## config.mk

```make
export PLATFORM = sky130hd
export DESIGN_NAME = paddle_oneshot_ctrl
export DESIGN_NICKNAME = d
export VERILOG_FILES = /design/src/rtl/paddle_oneshot_ctrl.sv
export SDC_FILE = /design/constraint.sdc
export NUM_CORES = 1
export LEC_CHECK = 0
export ABC_CLOCK_PERIOD_IN_PS = 2420
export BUFFER_PORTS_ARGS = -buffer_cell sky130_fd_sc_hd__buf_2
export CAP_MARGIN = 20
export CORE_ASPECT_RATIO = 1.5
export CORE_MARGIN = 1.5
export CORE_UTILIZATION = 50
export CTS_BUF_LIST = sky130_fd_sc_hd__clkbuf_4
export DETAILED_ROUTE_END_ITERATION = 10
export PLACE_DENSITY = 0.7
export SLEW_MARGIN = 0
export SYNTH_ARGS = -nofsm -noshare
export SYNTH_HDL_FRONTEND = slang
export SYNTH_SLANG_ARGS = --single-unit
```

## constraint.sdc

```tcl
create_clock -name CLK -period 2.42 [get_ports CLK]
set_input_delay 0.363 -clock CLK [delete_from_list [all_inputs] [get_ports CLK]]
set_output_delay 0.363 -clock CLK [all_outputs]
set_load 0.005 [all_outputs]
```

## src/rtl/paddle_oneshot_ctrl.sv

```systemverilog
// Paired scanline-counted one-shots that replace the two 555 paddle timers.
// Each pulse width is LINE_OFFSET plus a latched position, and a PAD_TRG_N fall starts both pulses.
//   state  | meaning
//   IDLE   | both outputs low, waiting for a PAD_TRG_N high-to-low edge
//   TIMING | at least one output high, counting HRESET rising edges
module paddle_oneshot_ctrl #(
  parameter int LINE_OFFSET = 16,
  parameter int POS_MAX     = 200,
  parameter int CNT_W       = 9
) (
  input  logic       CLK,
  input  logic       FPGA_RESET_N,
  input  logic       PAD_TRG_N,
  input  logic       HRESET,
  input  logic       POS_WE,
  input  logic [7:0] PAD1_POS,
  input  logic [7:0] PAD2_POS,
  output logic       PAD1_OUT,
  output logic       PAD2_OUT,
  output logic       BUSY
);

  typedef enum logic {IDLE, TIMING} state_t;

  localparam logic [CNT_W-1:0] OFFSET  = CNT_W'(LINE_OFFSET);
  localparam logic [CNT_W-1:0] CNT_MAX = '1;
  localparam logic [7:0]       POS_CAP = 8'(POS_MAX);

  state_t           state;
  logic             prev_trg, prev_hr;
  logic             trg_fall, line_tick;
  logic [7:0]       shadow1, shadow2, active1, active2;
  logic [CNT_W-1:0] cnt, cnt_inc, target1, target2;
  logic             out1_nxt, out2_nxt;

  assign trg_fall  = prev_trg & ~PAD_TRG_N;
  assign line_tick = ~prev_hr & HRESET;
  assign BUSY      = PAD1_OUT | PAD2_OUT;

  // Saturating increment: an unreachable target still ends the pulse at CNT_MAX.
  assign cnt_inc = (cnt == CNT_MAX) ? CNT_MAX : cnt + CNT_W'(1);
  assign target1 = OFFSET + CNT_W'(active1);
  assign target2 = OFFSET + CNT_W'(active2);

  always_comb begin
    out1_nxt = PAD1_OUT;
    out2_nxt = PAD2_OUT;
    if (line_tick) begin
      if (cnt_inc == target1 || cnt_inc == CNT_MAX) out1_nxt = 1'b0;
      if (cnt_inc == target2 || cnt_inc == CNT_MAX) out2_nxt = 1'b0;
    end
  end

  always_ff @(posedge CLK or negedge FPGA_RESET_N) begin
    if (!FPGA_RESET_N) begin
      prev_trg <= 1'b0;
      prev_hr  <= 1'b0;
    end else begin
      prev_trg <= PAD_TRG_N;
      prev_hr  <= HRESET;
    end
  end

  always_ff @(posedge CLK or negedge FPGA_RESET_N) begin
    if (!FPGA_RESET_N) begin
      shadow1 <= '0;
      shadow2 <= '0;
    end else if (POS_WE) begin
      shadow1 <= (PAD1_POS > POS_CAP) ? POS_CAP : PAD1_POS;
      shadow2 <= (PAD2_POS > POS_CAP) ? POS_CAP : PAD2_POS;
    end
  end

  // Retriggers during TIMING are ignored; shadow writes only land on the next trigger.
  always_ff @(posedge CLK or negedge FPGA_RESET_N) begin
    if (!FPGA_RESET_N) begin
      state    <= IDLE;
      cnt      <= '0;
      active1  <= '0;
      active2  <= '0;
      PAD1_OUT <= 1'b0;
      PAD2_OUT <= 1'b0;
    end else begin
      case (state)
        IDLE: begin
          if (trg_fall) begin
            active1  <= shadow1;
            active2  <= shadow2;
            cnt      <= '0;
            PAD1_OUT <= 1'b1;
            PAD2_OUT <= 1'b1;
            state    <= TIMING;
          end
        end
        TIMING: begin
          if (line_tick) cnt <= cnt_inc;
          PAD1_OUT <= out1_nxt;
          PAD2_OUT <= out2_nxt;
          if (!out1_nxt && !out2_nxt) state <= IDLE;
        end
        default: state <= IDLE;
      endcase
    end
  end

endmodule

```

==> flow_summary.rst <==
.. list-table::
   :header-rows: 1

   * - Metric
     - Value
   * - Setup repair after global routing missed its margin
     - false
   * - Tightest Pin Transition
     - 0.891 ns
   * - Antenna diodes
     - 0
   * - Non-filler instance count after layout
     - 381
   * - Commonest non-fill, non-tap cells in the layout
     - 50 x sky130_fd_sc_hd__nand2_1, 46 x sky130_fd_sc_hd__dfrtp_1, 27 x sky130_fd_sc_hd__o21ai_0, 23 x sky130_fd_sc_hd__buf_2, 16 x sky130_fd_sc_hd__inv_1
   * - Clock tree from TritonCTS
     - done
   * - Number of cells on the worst reg-to-reg path
     - 9
   * - CP startpoint kind
     - flip-flop
   * - Hold violation total from the final report
     - 0
   * - Top cells by area in the synthesized netlist
     - sky130_fd_sc_hd__dfrtp_1 45%, sky130_fd_sc_hd__nand2_1 7.3%, sky130_fd_sc_hd__o21ai_0 5.2%
   * - Power per cell area
     - between 1000 and 1500 nW/um2
   * - Number of warnings reported in the yosys synthesis log
     - 0
   * - Number of synthesized register bits
     - 46
   * - Total standard cell area after synthesis
     - 2580 um2
   * - Setup violation total in the final timing report
     - 0
   * - Dpl cells
     - 372
   * - Hold wc startpoint
     - HRESET
   * - Capture instance of the worst register-to-register path
     - state
   * - Final TNS setup
     - 0 ns
   * - Detailed-route DRC error count
     - 0
   * - Aggregate global routing overflow
     - 0
   * - Number of enable flip-flop cells after synthesis
     - 0
   * - Worst setup skew after layout
     - 0.00313 ns
   * - Core Region
     - 4890 um2
   * - Maximum vdd ir drop
     - a little under 500 uV
   * - Internal reg-to-reg setup slack
     - 0.11 ns
   * - Vias in the first global route
     - 2081
   * - Required arrival time at the worst endpoint
     - 2.70 ns
   * - Number of post-CTS setup repair buffers
     - 0
   * - Core Util, Final
     - 59.3%
   * - Count of input and output buffers
     - 23
   * - Worst min-delay path category
     - in -> reg
   * - Average wire per cell in the routed design
     - 14.4 um
   * - Number of nets in the finished design
     - 338
   * - Final critical-path required period
     - 2.31 ns
   * - Cell row count
     - 31
   * - Critical path fanouts, max
     - 7
   * - Share of layout cells above drive strength 1
     - about a fifth
   * - Setup CP Type
     - reg -> reg
   * - Worst Hold Depth
     - 1
   * - Total Wirelength
     - 5480 um
   * - Number of violations reported at the end of detailed-routing iteration 0
     - 66
   * - Number of buffers added by the clock tree synthesis step
     - 5
   * - Achievable frequency
     - 0.434 GHz
   * - CP Capture Type
     - flip-flop
   * - Routability Congestion
     - 0.859
   * - Vias per cell
     - roughly 5.5
   * - Launch instance of the worst register-to-register path
     - cnt[1]
   * - Global-route wire length before repair
     - 9410 um
   * - Reported leakage power
     - 1.26 nW
   * - Number of top-level pins
     - 24
   * - Synth unique cells
     - 48
   * - Number of buffers on the longest clock path
     - 2
   * - Overall die area
     - around 5600 um2
   * - Total via count after detailed routing
     - 2099
   * - Pre-antenna DRT Iters
     - 4
   * - Worst Hold Endpoint
     - prev_hr
   * - Pin count of the biggest net entering global routing
     - 47
   * - Starting Density
     - 52.7%
   * - Post-detailed-route count of antenna-violating nets
     - 0
   * - Global-route usage over all layers
     - 22.4%
   * - Portion of the post-synthesis area used by sequential elements
     - 44.7%
   * - Clock root buffer
     - sky130_fd_sc_hd__clkbuf_4
   * - Die Span Y
     - around 91 um
   * - Setup Slack @ Placement
     - approximately 0.14 ns
   * - Post-synth top area cell
     - sky130_fd_sc_hd__dfrtp_1
   * - Outcome
     - complete, no violations
   * - Post-Syn Instances
     - 286
   * - Worst-case setup margin in the final layout
     - 0.115 ns
   * - Endpoint arrival time on the critical path
     - 2.58 ns
   * - H-tree levels
     - 2
   * - Ys async rst share
     - 100%
   * - Slew Limit Fails
     - 0
   * - Clk Latency, worst-skew pair
     - 0.37 ns
   * - Post-Synthesis Net Count
     - 310
   * - Synthesized area divided by synthesized cell count
     - 9.01 um2
   * - Number of maximum-capacitance violations
     - 0
   * - Worst slew margin relative to its limit
     - 40.6%
   * - Fraction of the cycle the final worst path needs
     - 95.3%
   * - Width of the die
     - 61.6 um
   * - # clock sinks
     - 46
   * - Area added between synthesis and finish
     - 12.5%
   * - Primary FF master, synth
     - sky130_fd_sc_hd__dfrtp_1
   * - DPL Wire Length
     - 4070 um
   * - Top cell type's share of synthesized area
     - roughly 45%
   * - Commonest non-fill, non-tap cell in the layout
     - sky130_fd_sc_hd__nand2_1
   * - Number of antenna violations at the first check in global routing
     - 0
   * - Worst-path clk slew
     - between 0.1 and 0.15 ns
-- per-stage QoR --
step                      instance area (um2)  hold WS [ns]  power, W
after floorplan                          2580        0.0674   0.00220
after global placement                   2790         0.362   0.00250
final                                    2900        0.0968   0.00306
after CTS                                2880        0.0983   0.00303
after global routing                     2900        0.0848   0.00331
after detailed placement                 2790         0.360   0.00255
-- layer usage --
layer	global-route usage (%)	vias to the layer above	share of wire, %
li1	-	1053	-
met1	28.2	991	42
met2	35.2	39	52
met3	4.30	16	2.5
met4	11.5	0	3.6
met5	0	-	0
-- sequential cells by signal, indices dropped and copies added (netlist names) --
name      cells
state         1
shadow1       8
active2       8
active1       8
PAD1_OUT      1
prev_trg      1
shadow2       8
cnt           9
prev_hr       1
PAD2_OUT      1
-- kinds of logic after synthesis --
family | after synthesis | synth area share, %
DFF | 46 | 44.7
xor gates and xnor gates | 12 | 4.08
AOI/OAI and AO/OA | 68 | 19.1
adders and majority gates | 3 | 1.46
buffers and inverters | 33 | 6.22
and+or+nand+nor | 120 | 22.7
muxes | 4 | 1.75
-- power by group --
| group | total, W | internal [W] | switching, W |
|---|---|---|---|
| clock network | 0.000483 | 0.000229 | 0.000254 |
| logic | 0.00137 | 0.000634 | 0.000741 |
| registers | 0.00120 | 0.000987 | 0.000214 |
| total | 0.00306 | 0.00185 | 0.00121 |
-- area by class of cell --
type | count | area (um2)
Tap cell | 66 | 82.6
Timing Repair Buffer | 38 | 243
Inverter | 16 | 60.1
Multi-Input combinational cell | 207 | 1280
Clock inverter | 2 | 37.5
Clock buffer | 6 | 45.0
Sequential cell | 46 | 1150
Fill cell | 478 | 1990
-- worst max-delay path by stage --
stage,from,cells after the start,endpoint
after floorplan,cnt[0],9,state
after global placement,cnt[1],8,PAD1_OUT
after detailed placement,cnt[1],9,state
after CTS,cnt[1],9,state
after global routing,cnt[1],9,state
final,cnt[1],9,state
-- cell usage after synthesis (all sizes together), types with 3 or more instances --
library cell   n
inv           16
nor3           6
a21oi         10
and3           3
xnor2          9
o21ai         28
buf            9
nand2         50
nor4           3
or3            4
a31oi         10
and2           3
o21a           3
nor2b          6
mux2           4
nand3         11
clkbuf         8
ha             3
dfrtp         46
xor2           3
nand4          7
nand2b         5
nor2          13
-- critical path: stages, from the launching register on --
cell and delay (ns):
sky130_fd_sc_hd__dfrtp_1 0.43, sky130_fd_sc_hd__ha_1 0.21, sky130_fd_sc_hd__and2_1 0.23, sky130_fd_sc_hd__buf_4 0.19
sky130_fd_sc_hd__and4_1 0.19, sky130_fd_sc_hd__or3_1 0.37, sky130_fd_sc_hd__a22oi_1 0.17, sky130_fd_sc_hd__nand4_1 0.20
sky130_fd_sc_hd__nand3_1 0.16, sky130_fd_sc_hd__a21oi_2 0.06
-- timing repair --
| item | 4_1_cts | 5_1_grt |
|---|---|---|
| hold buffers | 1 | 0 |
| endpoints found under the hold margin | 46 | 0 |
| resized for setup | 0 | 2 |
| setup endpoints to repair | 0 | 2 |
No activity file was read; power rests on OpenSTA's default activity.
